[src/rtl/ball_motion_engine_if.sv]
// Map ROM query bus: the engine drives the tile index, the ROM answers with
// the tile code one cycle later.
interface ball_motion_engine_if #(
   parameter int XI_W = 3,
   parameter int YI_W = 11
);
   logic [XI_W-1:0] map_index_x;
   logic [YI_W-1:0] map_index_y;
   logic [2:0]      map_state;

   modport master (output map_index_x, output map_index_y, input map_state);
   modport slave  (input map_index_x, input map_index_y, output map_state);
endinterface

[src/rtl/ball_motion_engine.sv]
// Frame-driven ball controller: lateral/forward motion, bounce physics and
// tile-driven ground/air/fall/dead state, one three-cycle update per tick.
module ball_motion_engine #(
   parameter int LANES        = 5,
   parameter int LANE_W       = 100,
   parameter int X_STEP       = 4,
   parameter int Y_W          = 16,
   parameter int ROW_SHIFT    = 5,
   parameter int SPEED        = 2,
   parameter int BOOST_FRAMES = 120,
   parameter int JUMP_V       = 12,
   parameter int GRAVITY      = 1,
   parameter int FALL_FRAMES  = 30,
   localparam int X_MAX = (LANES-1)*LANE_W,
   localparam int XW    = $clog2(X_MAX+1)
) (
   input  logic                   clk,
   input  logic                   rst,
   input  logic                   tick,
   input  logic                   move_left,
   input  logic                   move_right,
   input  logic                   pause,
   ball_motion_engine_if.master   rom,
   output logic [XW-1:0]          x_ball,
   output logic [Y_W-1:0]         y_ball,
   output logic [8:0]             y_pixel_offset,
   output logic [1:0]             state,
   output logic                   boosted,
   output logic                   busy,
   output logic                   fail
);
   typedef enum logic [1:0] {GROUND = 2'd0, AIR = 2'd1, FALL = 2'd2, DEAD = 2'd3} state_t;

   localparam int XIW   = (LANES > 1) ? $clog2(LANES) : 1;
   localparam int BW    = $clog2(BOOST_FRAMES+1);
   localparam int FW    = $clog2(FALL_FRAMES+1);
   localparam int VW    = 12;
   localparam int X_RST = ((X_MAX/2)/LANE_W)*LANE_W;

   state_t                  st_q;
   logic [XW-1:0]           x_q, x_d;
   logic [Y_W-1:0]          y_q, y_d;
   logic [8:0]              off_q, off_d;
   logic signed [VW-1:0]    vz_q, vz_d;
   logic [BW-1:0]           boost_q, boost_d;
   logic [FW-1:0]           fall_q, fall_d;
   logic                    land_q, land_d;
   logic                    fail_q, boosted_q, ml_q, mr_q;
   logic [XIW-1:0]          ix_q, ix_d;
   logic [Y_W-ROW_SHIFT-1:0] iy_q, iy_d;
   logic [2:0]              vld_pipe;
   logic                    accept;
   int                      sum;

   assign accept = tick && (vld_pipe == '0) && !pause && (st_q != DEAD);

   // Phase U next-state; the query index is taken from the updated position so
   // the synchronous ROM answer lines up with phase E.
   always_comb begin
      x_d     = x_q;
      y_d     = y_q;
      off_d   = off_q;
      vz_d    = vz_q;
      land_d  = land_q;
      boost_d = boost_q;
      fall_d  = fall_q;
      sum     = int'(off_q) + int'(vz_q);
      if (st_q != FALL) begin
         if (mr_q && !ml_q)
            x_d = (int'(x_q) + X_STEP > X_MAX) ? XW'(X_MAX) : XW'(int'(x_q) + X_STEP);
         else if (ml_q && !mr_q)
            x_d = (int'(x_q) < X_STEP) ? '0 : XW'(int'(x_q) - X_STEP);
         y_d = y_q + (boosted_q ? Y_W'(2*SPEED) : Y_W'(SPEED));
      end
      if (boost_q != '0) boost_d = boost_q - 1'b1;
      if (st_q == AIR) begin
         if (sum <= 0) begin
            off_d  = '0;
            land_d = 1'b1;
         end else begin
            off_d = (sum > 511) ? 9'd511 : 9'(sum);
         end
         vz_d = vz_q - VW'(GRAVITY);
      end
      if (st_q == FALL && fall_q != '0) fall_d = fall_q - 1'b1;
      ix_d = XIW'((int'(x_d) + LANE_W/2) / LANE_W);
      iy_d = y_d[Y_W-1:ROW_SHIFT];
   end

   always_ff @(posedge clk) begin
      if (rst) begin
         st_q      <= GROUND;
         x_q       <= XW'(X_RST);
         y_q       <= '0;
         off_q     <= '0;
         vz_q      <= '0;
         boost_q   <= '0;
         fall_q    <= '0;
         land_q    <= 1'b0;
         fail_q    <= 1'b0;
         boosted_q <= 1'b0;
         ml_q      <= 1'b0;
         mr_q      <= 1'b0;
         ix_q      <= XIW'(X_RST/LANE_W);
         iy_q      <= '0;
         vld_pipe  <= '0;
      end else begin
         vld_pipe <= {vld_pipe[1:0], accept};
         if (accept) begin
            ml_q <= move_left;
            mr_q <= move_right;
         end
         if (vld_pipe[0]) begin
            x_q       <= x_d;
            y_q       <= y_d;
            off_q     <= off_d;
            vz_q      <= vz_d;
            land_q    <= land_d;
            boost_q   <= boost_d;
            boosted_q <= (boost_d != '0);
            fall_q    <= fall_d;
            ix_q      <= ix_d;
            iy_q      <= iy_d;
         end
         // Airborne frames only look at the tile on the landing frame.
         if (vld_pipe[2]) begin
            if (st_q == GROUND || (st_q == AIR && land_q)) begin
               land_q <= 1'b0;
               case (rom.map_state)
                  3'd0: begin
                     st_q   <= FALL;
                     fall_q <= FW'(FALL_FRAMES);
                     vz_q   <= '0;
                  end
                  3'd2: begin
                     st_q <= AIR;
                     vz_q <= VW'(JUMP_V);
                  end
                  3'd3: begin
                     st_q      <= GROUND;
                     vz_q      <= '0;
                     boost_q   <= BW'(BOOST_FRAMES);
                     boosted_q <= 1'b1;
                  end
                  default: begin
                     st_q <= GROUND;
                     vz_q <= '0;
                  end
               endcase
            end else if (st_q == FALL && fall_q == '0) begin
               st_q   <= DEAD;
               fail_q <= 1'b1;
            end
         end
      end
   end

   assign rom.map_index_x = ix_q;
   assign rom.map_index_y = iy_q;
   assign x_ball          = x_q;
   assign y_ball          = y_q;
   assign y_pixel_offset  = off_q;
   assign state           = st_q;
   assign boosted         = boosted_q;
   assign busy            = |vld_pipe;
   assign fail            = fail_q;
endmodule

[src/flat_wrapper.sv]
// flat-port wrapper written by rule: the top's interface ports become plain ports
module ball_motion_engine_flat 
#(
   parameter int LANES        = 5,
   parameter int LANE_W       = 100,
   parameter int X_STEP       = 4,
   parameter int Y_W          = 16,
   parameter int ROW_SHIFT    = 5,
   parameter int SPEED        = 2,
   parameter int BOOST_FRAMES = 120,
   parameter int JUMP_V       = 12,
   parameter int GRAVITY      = 1,
   parameter int FALL_FRAMES  = 30,
   localparam int X_MAX = (LANES-1)*LANE_W,
   localparam int XW    = $clog2(X_MAX+1)
)
  (clk, rst, tick, move_left, move_right, pause, x_ball, y_ball, y_pixel_offset, state, boosted, busy, fail, rom_map_index_x, rom_map_index_y, rom_map_state);
  ball_motion_engine_if #(.XI_W(3), .YI_W(Y_W-ROW_SHIFT)) rom_i ();
  input  logic clk;
  input  logic rst;
  input  logic tick;
  input  logic move_left;
  input  logic move_right;
  input  logic pause;
  output logic [XW-1:0] x_ball;
  output logic [Y_W-1:0] y_ball;
  output logic [8:0] y_pixel_offset;
  output logic [1:0] state;
  output logic boosted;
  output logic busy;
  output logic fail;
  output wire logic [$bits(rom_i.map_index_x)-1:0] rom_map_index_x;
  output wire logic [$bits(rom_i.map_index_y)-1:0] rom_map_index_y;
  input wire logic [$bits(rom_i.map_state)-1:0] rom_map_state;
  assign rom_map_index_x = rom_i.map_index_x;
  assign rom_map_index_y = rom_i.map_index_y;
  assign rom_i.map_state = rom_map_state;
  ball_motion_engine #(.LANES(LANES), .LANE_W(LANE_W), .X_STEP(X_STEP), .Y_W(Y_W), .ROW_SHIFT(ROW_SHIFT), .SPEED(SPEED), .BOOST_FRAMES(BOOST_FRAMES), .JUMP_V(JUMP_V), .GRAVITY(GRAVITY), .FALL_FRAMES(FALL_FRAMES)) u_core (.clk(clk), .rst(rst), .tick(tick), .move_left(move_left), .move_right(move_right), .pause(pause), .rom(rom_i), .x_ball(x_ball), .y_ball(y_ball), .y_pixel_offset(y_pixel_offset), .state(state), .boosted(boosted), .busy(busy), .fail(fail));
endmodule
[config.mk]
export PLATFORM = sky130hd
export DESIGN_NAME = ball_motion_engine_flat
export DESIGN_NICKNAME = d
export VERILOG_FILES = /design/src/rtl/ball_motion_engine_if.sv /design/src/rtl/ball_motion_engine.sv /design/src/flat_wrapper.sv
export SDC_FILE = /design/constraint.sdc
export NUM_CORES = 1
export LEC_CHECK = 0
export ABC_CLOCK_PERIOD_IN_PS = 9700
export BUFFER_PORTS_ARGS = -buffer_cell sky130_fd_sc_hd__clkbuf_2
export CORE_AREA = 10 10 108 110
export DETAILED_ROUTE_END_ITERATION = 10
export DIE_AREA = 0 0 118 120
export PLACE_DENSITY = 0.83
export SYNTH_ARGS = -nofsm -noshare
export SYNTH_HDL_FRONTEND = slang
export SYNTH_SLANG_ARGS = --single-unit
export TNS_END_PERCENT = 1
[constraint.sdc]
create_clock -name clk -period 9.7 [get_ports clk]
set_input_delay 1.455 -clock clk [delete_from_list [all_inputs] [get_ports clk]]
set_output_delay 1.455 -clock clk [all_outputs]
set_load 0.005 [all_outputs]
==> results of run 1 <==
cells by family (layout without fill, tap and decap cells):
logic type                 Yosys count  count (layout)  share of synthesized area, %
AOI/OAI and AO/OA                  184             184                          24.7
adders and majority gates           22              22                          5.68
DFF                                 70              70                          27.4
other                                1               1                        0.0734
buffers and inverters               69             103                          6.51
xor gates and xnor gates            43              43                          7.37
muxes                                6               6                          1.27
and+or+nand+nor                    274             274                          27.0
sequential cells by signal, summed over array words and instances, names as in the netlist, 2 cells and up:
name                    flops
u_core.boost_q              7
u_core.fall_q               5
u_core.rom.map_index_x      3
u_core.state                2
u_core.vld_pipe             3
u_core.vz_q                12
u_core.x_ball               9
u_core.y_ball              15
u_core.y_pixel_offset       9
final timing paths:
path / from / end / slack, ns / depth (start not counted)
min: u_core.vld_pipe[1]$_SDFF_PP0_ / u_core.vld_pipe[2]$_SDFF_PP0_ / 0.47 / 1
max: u_core.x_ball[2]$_SDFFE_PP0P_ / u_core.rom.map_index_x[0]$_SDFFE_PP0P_ / 3.67 / 22
max reg2reg: u_core.x_ball[2]$_SDFFE_PP0P_ / u_core.rom.map_index_x[0]$_SDFFE_PP0P_ / 3.67 / 22
min reg2reg: u_core.vld_pipe[1]$_SDFF_PP0_ / u_core.vld_pipe[2]$_SDFF_PP0_ / 0.47 / 1
power by group through the flow:
stage,Sequential (mW),Clock [mW],Combinational (mW)
2_1_floorplan,0.301,0,0.0626
3_3_place_gp,0.306,0,0.0737
3_5_place_dp,0.306,0,0.0755
4_1_cts,0.299,0.274,0.0760
5_1_grt,0.300,0.285,0.0858
6_report,0.299,0.269,0.0775
critical path: cells and delay by family, from the launching register on:
family	cells	cell delay, ns
buffers and inverters	2	0.34
flip-flops	1	0.65
AND/OR/NAND/NOR	7	1.89
AO/OA/AOI/OAI	10	2.06
adder cells (fa/ha/maj)	3	1.00
layout by cell type (no fill, tap or decap), drive strengths merged, types with 7 or more instances in the layout:
master  synthesis  final
a211oi          7      7
ha             20     20
nor2b           9      9
nor2           84     84
nand2b          7      7
xnor2          25     25
a21o            7      7
nor4            7      7
nor3           38     38
dfxtp          70     70
xor2           18     18
or3            10     10
o21ai          40     40
a21oi          53     53
a31oi           8      8
clkbuf         19     70
and2            7      7
nand3          22     22
nand2          55     55
inv            23     25
stage by stage:
| step | power (mW) | cell area (sq um) |
|---|---|---|
| finish | 0.645 | 5580 |
| global route | 0.671 | 5580 |
| CTS | 0.649 | 5580 |
| detailed placement | 0.381 | 5350 |
| global placement | 0.379 | 5350 |
| floorplan | 0.364 | 5110 |
layer usage:
| layer | vias up | GRT usage, % | wire [um] |
|---|---|---|---|
| met5 | - | 0 | 0 |
| met1 | 2428 | 22.1 | 5700 |
| met2 | 213 | 32.5 | 6480 |
| li1 | 2471 | - | - |
| met4 | 0 | 6.96 | 280 |
| met3 | 33 | 3.33 | 892 |
cell type report:
class	instances	area [sq um]
clock buffer	10	128
clock inverter	6	93.8
fill	886	3970
inverter	25	93.8
multi-input combinational	530	3380
sequential	70	1400
tap	133	166
timing repair buffer	62	315
==> results.txt, run 1 <==
The count of instances resized after the clock tree is built is 0. The share of power burned in registers came out at 46.4%. STA classifies the critical path startpoint as a flop. The count of buffers added by post-CTS timing repair for setup is 0. The max-cap violation count is 0. The total number of nets in the final design came out at 729.

The internal power of the cells totals 467 uW. After global routing the overflow that remains totals 0. The initial core utilization is 53.5%. The first-pass GRT wire length came out at 22500 um.

The layout cell share with drive strength beyond 1 came out at 14.5%. The power per unit of standard cell area came out at 116 mW/mm^2. In this run the vertical extent of the chip is 120 um. The maximum buffer depth of the clock tree is 2. The number of nets in the synthesized netlist is 700. In the final routed layout, each cell accounts on average for 16.0 um. The share of the clock period used by the worst path is 62.2%. Counting instances in the post-synthesis netlist gives the leading cell types as 84 x nor2_1, 70 x dfxtp_1, 55 x nand2_1, 52 x a21oi_1, 39 x o21ai_0. The final instance count without filler cells came out at 836. The total core area came out at 0.00955 sq mm. For the pin with the worst max-slew slack, the measured transition is 1.01 ns.

The post-synthesis sequential element count is 70. The maximum number of pins on one net before global-route repair is 51. The Yosys step of the flow raised 0 warnings. The via total after detailed routing came out at 5145.

In this run, synthesis inferred 0 flip-flops with an integrated enable. The floorplan step set the die width to 118 um. The delay of the slowest critical-path stage is 0.65 ns. The library cell with the highest instance count after synthesis is nor2_1. The combinational cell fraction of total power came out at 12.0%. Across the VDD grid, the largest voltage drop is 0.0742 mV. The number of placed cells counting well taps is 820.

Summed over all nets, the half-perimeter wirelength after detailed placement is 9970 um. Counting every instance in the synthesized netlist gives 669. The final critical-path required period is 6.03 ns. The initial antenna violation count is 0. The distinct cell type count of the synthesized netlist is 86. The via count of the first global-routing pass is 4789. The worst pin sits at a relative slew slack of 32.6%. The cell area after synthesis is 0.00511 sq mm. 62 I/O pins were placed. Summed over all cells, the static leakage comes to 2.17 nW. The depth of the CTS H-tree came out at 3.

Before CTS, the worst setup slack after placement is 3.75 ns. The average cell area after synthesis is 7.64 sq um. On the final layout, the worst hold slack is 0.469 ns.

The total inserted antenna cells came out at 0. The routability congestion estimate came out at 1.04. The fraction of post-synthesis cell area in the top cell type by area came out at 27.4%. The TritonCTS buffer count is 9. The iteration count of the initial detailed-routing pass came out at 6. Using the TritonRoute via totals, the vias-per-cell ratio works out to 6.15. In the final timing run, aggregate negative setup slack is 0 ns. The number of endpoints with negative hold slack in the final report is 0.

Among all stages on the critical path, the largest delay is contributed by dfxtp_1. Sorting the synthesized cells by area gives the leading types as dfxtp_1 27%, nor2_1 6.2%, a21oi_1 5.1%. The number of pins exceeding their max-slew limit in the final report is 0. The number of sinks on the clock net came out at 70.

The share of total power consumed by net switching came out at 27.6%. The floorplan die area is 0.0142 sq mm. The share of the core filled with cells came out at 58.4%.

The total number of placement rows came out at 36. The hold buffer count at cts came out at 0. Setup repair after global routing left no endpoint under its margin. The number of endpoints failing setup at the final stage is 0. The fraction of synthesis flops using an asynchronous set or reset pin is 0%. The setup path with the least slack is of type flop to flop. The final worst-path setup slack is 3.67 ns. The count of nets left with antenna violations once routing finished came out at 0. The first-iteration detailed-routing DRC count is 503. The worst endpoint required time is 9.95 ns.

The cell type with the largest total area after synthesis is dfxtp_1. Relative to the synthesized area, the layout overhead comes to 9.08%. Walking the worst path, the cells encountered are ha_1, nand2_1, o31ai_1, a32o_1, nand2_1, nand2_1, a21oi_1, o21ai_0, inv_1, ha_1, a2111oi_0, or3_1, a31oi_1, ha_1, o311ai_1, buf_4, o31ai_4, nand3_1, or3b_4, or4b_1, o221ai_2, a21oi_2.

The kind of capture point of the worst setup path is a flop. The share of total power in the clock network is 41.6%. The portion of the post-synthesis area used by sequential elements came out at 27.4%. Summed over all nets, the switching power comes to 178 uW. Along the worst path, the maximum fanout reaches 15. The most used flip-flop cell after synthesis is dfxtp_1. The count of input and output buffers came out at 60. TritonCTS built the clock tree. The flow ran to the end, and the final reports show no timing, DRC or antenna violations.

The tightest min-delay check is of the flop to flop type. The maximum clock frequency is 0.166 GHz. Across every metal layer, demand over resource in global routing totals 18.5%. The data arrival time of the critical path is 6.28 ns. The remaining routing DRC violations is 0. The maximum clock skew at final layout is 0.0129 ns.

The clock slew seen by the registers of the worst setup and hold paths is 0.08 ns. The clock latency at the later pin of the worst-skew pair is 0.36 ns. The tree is rooted in a clkbuf_8. The wire length reported by the detailed router came out at 13400 um.
Note: power is estimated with default switching activity, not from simulation.
==> run 2: changes to the inputs <==
--- a/config.mk
+++ b/config.mk
@@ -5,7 +5,7 @@
 export SDC_FILE = /design/constraint.sdc
 export NUM_CORES = 1
 export LEC_CHECK = 0
-export ABC_CLOCK_PERIOD_IN_PS = 9700
+export ABC_CLOCK_PERIOD_IN_PS = 5600
 export BUFFER_PORTS_ARGS = -buffer_cell sky130_fd_sc_hd__clkbuf_2
 export CORE_AREA = 10 10 108 110
 export DETAILED_ROUTE_END_ITERATION = 10
==> constraint.sdc (replaced) <==
create_clock -name clk -period 5.6 [get_ports clk]
set_input_delay 0.84 -clock clk [delete_from_list [all_inputs] [get_ports clk]]
set_output_delay 0.84 -clock clk [all_outputs]
set_load 0.005 [all_outputs]
==> run 2 against run 1 <==
  * Flip-flop and latch count unchanged
  * Sequential power up 73%
  * Sequential share of layout area down 0.60 points
  * Cell area up 2.7%
  * First-iteration DRC count up 9.9%
  * Non-clock buffer count up 17
  * Via count up 1.4%
  * Routed wire length up 7.9%
  * Largest cell class unchanged
==> results.txt, run 2 (same netlist as run 1, synthesis figures left out) <==
The setup slack of the most critical reg-to-reg path came to 0.25 ns (-3.42 ns). The final critical-path required period is 5.35 ns (-0.683 ns). The depth of the CTS H-tree came to 3 (unchanged). The clock slew seen by the registers of the worst setup and hold paths was 0.09 ns (about the same).

The maximum clock skew at final layout is 0.0153 ns (+0.00239 ns). The I/O pin total is 62 (unchanged). The top cell types in the final layout, fill and taps aside, are 84 x nor2_1, 67 x dfxtp_1, 60 x clkbuf_2, 55 x nand2_1, 52 x a21oi_1. The beginning of the worst register-to-register path is u_core.x_ball[3]$_SDFFE_PP1P_.

The TritonCTS buffer count is 9 (unchanged). The routed length on met2 came out at 7040 um (+8.6%). The overall routing resource usage came out at 19.7% (+1.2 points). The share of the clock period used by the worst path is 95.5% (+33 points).

The leakage power is 2.25 nW (+3.7%). The total buffers and inverters traversed by the critical path is 2 (unchanged). The end of the worst register-to-register path is u_core.rom.map_index_x[0]$_SDFFE_PP0P_.

The delay of the slowest critical-path stage came to 0.56 ns (-0.09 ns). The wire length reported by the detailed router is 14400 um (+7.9%). The iteration count of the initial detailed-routing pass came to 5 (-1). The placed wire-length estimate after detailed placement came to 10700 um (+7.4%). The maximum vdd ir drop came out at 0.114 mV (+53%). STA classifies the critical path startpoint as a flop. The critical path in this run is classified as flop to flop. The number of fill cells came out at 857 (-3.3%). The initial core utilization came out at 53.5% (unchanged). The cell that appears most often on the critical path is nand2_1. Broken down by cell family, the worst path's largest delay share belongs to compound AO/OA/AOI/OAI gates. The count of input and output buffers is 60 (unchanged). The worst slew slack as a fraction of its limit is 28.7% (-3.9 points). The data arrival time of the critical path came out at 5.59 ns (-0.69 ns). The first-pass GRT wire length is 23800 um (+5.4%). The worst endpoint required time is 5.84 ns (-4.11 ns). The average wire per standard cell was 16.9 um (+5.7%). The total core area came out at 0.00955 sq mm (unchanged). The pin slew with the least headroom to its limit came out at 1.07 ns (+0.0587 ns). The final instance count without filler cells is 853 (+2.0%). The worst hold path begins at u_core.vld_pipe[1]$_SDFF_PP0_. The hold buffer count at cts came to 0 (unchanged). The maximum number of pins on one net before global-route repair is 51 (unchanged).

The first-iteration detailed-routing DRC count is 553 (+9.9%). The flip-flop count of the largest register after layout came out at 15 (unchanged). The maximum clock frequency came out at 0.187 GHz (+13%).

The slowest library cell on the worst path is or4b_1. The number of placed cells counting well taps is 835 (+1.8%). The routability congestion estimate is 1.00 (-4.1%). The via total after detailed routing came out at 5217 (+1.4%). The depth of the worst register-to-register path is 22 (unchanged). The detailed-route vias per instance is 6.12 (-0.62%).

The maximum buffer depth of the clock tree is 2 (unchanged). The width of the die is 118 um (unchanged). The flow ran to the end, and the final reports show no timing, DRC or antenna violations. The power per unit of standard cell area is 200 mW/mm^2 (+73%). The highest layer touched by signal routing is met4. In this run the worst hold path is classified as flop to flop. The clock latency at the later pin of the worst-skew pair was 0.37 ns (about the same). The initial antenna violation count is 0 (unchanged).

CTS placed an instance of clkbuf_8 at the clock tree root. The routed length on met3 was 883 um (-1.0%). Walking the worst path, the cells encountered are ha_1, nand2_1, o31ai_1, a32o_1, nand2_1, nand2_1, a21oi_1, o21ai_0, inv_1, ha_2, a2111oi_1, or3_4, a31oi_1, ha_1, o311ai_1, buf_4, o31ai_4, nand3_1, or3b_4, or4b_1, o221ai_2, a21oi_2. The count of antenna-violating nets left after detailed routing came out at 0 (unchanged). The number of pins exceeding their max-slew limit in the final report came out at 0 (unchanged).

The via count of the first global-routing pass is 5006 (+4.5%). The routed length on met1 came out at 5990 um (+5.0%). The sum of internal, switching and leakage power was 1.14 mW (+77%). The max-cap violation count came to 0 (unchanged). The number of endpoints with negative hold slack in the final report is 0 (unchanged). The total inserted antenna cells came out at 0 (unchanged). The maximum fanout along the worst path came to 11 (-4).

The depth of the worst hold-timing path was 1 (unchanged). The die span in y came to 120 um (unchanged). Leaving out fill and tap cells, the most frequent cell in the layout is nor2_1. The leftover overflow at the end of global routing came out at 0 (unchanged). The kind of capture point of the worst setup path is a flop. The worst hold path terminates at u_core.vld_pipe[2]$_SDFF_PP0_. The remaining routing DRC violations is 0 (unchanged).

The total number of nets in the final design is 746 (+2.3%). The clock tree from TritonCTS is done. The floorplan die area came out at 0.0142 sq mm (unchanged). The layout cell share with drive strength beyond 1 is 17.5% (+3.0 points).

The number of endpoints failing setup at the final stage is 0 (unchanged). The total number of placement rows is 36 (unchanged). The number of sinks on the clock net is 70 (unchanged).

Compared with the post-synthesis result, the final layout area differs by 12.1%.
## run 2: cell types whose count changed in the layout (fill, tap and decap cells not counted), sizes merged
| cell | change |
|---|---|
| buf | +17 |
| clkinv | -2 |
| clkinvlp | +2 |
## run 2: metal layers
metal	track usage (%)	vias to the layer above
met1	22.1	2445
met2	34.7	220
met4	9.58	0
met3	4.31	46
li1	-	2506
met5	0	-
## run 2: what timing repair did
item                       4_1_cts  5_1_grt
setup endpoints to repair        0        2
buffers inserted                 0        2
gates resized for setup          0        7
## run 2: cell type report
class | count | area [sq um] | share of cell area (%)
timing repair buffer | 79 | 443 | 7.73
inverter | 25 | 97.6 | 1.70
sequential | 70 | 1410 | 24.5
clock inverter | 6 | 92.6 | 1.62
multi-input combinational | 530 | 3390 | 59.1
tap | 133 | 166 | 2.91
clock buffer | 10 | 138 | 2.40
## run 2: worst max path at each step
stage	start	endpoint	cells after the start
6_report	u_core.x_ball[3]$_SDFFE_PP1P_	u_core.rom.map_index_x[0]$_SDFFE_PP0P_	22
5_1_grt	u_core.x_ball[3]$_SDFFE_PP1P_	u_core.rom.map_index_x[0]$_SDFFE_PP0P_	22
4_1_cts	u_core.x_ball[4]$_SDFFE_PP0P_	u_core.rom.map_index_x[0]$_SDFFE_PP0P_	21
3_5_place_dp	u_core.x_ball[5]$_SDFFE_PP0P_	u_core.rom.map_index_x[0]$_SDFFE_PP0P_	21
3_3_place_gp	u_core.x_ball[3]$_SDFFE_PP1P_	u_core.rom.map_index_x[0]$_SDFFE_PP0P_	22
2_1_floorplan	u_core.x_ball[2]$_SDFFE_PP0P_	u_core.rom.map_index_x[0]$_SDFFE_PP0P_	25
## run 2: where the power goes
| part | switching [mW] | leakage (nW) | internal [mW] |
|---|---|---|---|
| Combinational | 0.0895 | 1.57 | 0.0547 |
| Clock | 0.217 | 0.110 | 0.266 |
| Sequential | 0.0123 | 0.567 | 0.504 |
| Total | 0.319 | 2.25 | 0.825 |
## run 2: through the flow
stage | setup slack (ns) | setup TNS [ns] | area (sq um) | util [%] | hold WS, ns
after CTS | 0.204 | 0 | 5700 | 59.7 | 0.461
after global placement | 0.388 | 0 | 5470 | 57.2 | 0.444
after floorplan | 0.296 | 0 | 5110 | - | 0.431
after detailed placement | 0.226 | 0 | 5470 | 57.2 | 0.450
after global routing | -0.0451 | -0.0544 | 5730 | 60.0 | 0.469
final | 0.252 | 0 | 5730 | 60.0 | 0.458
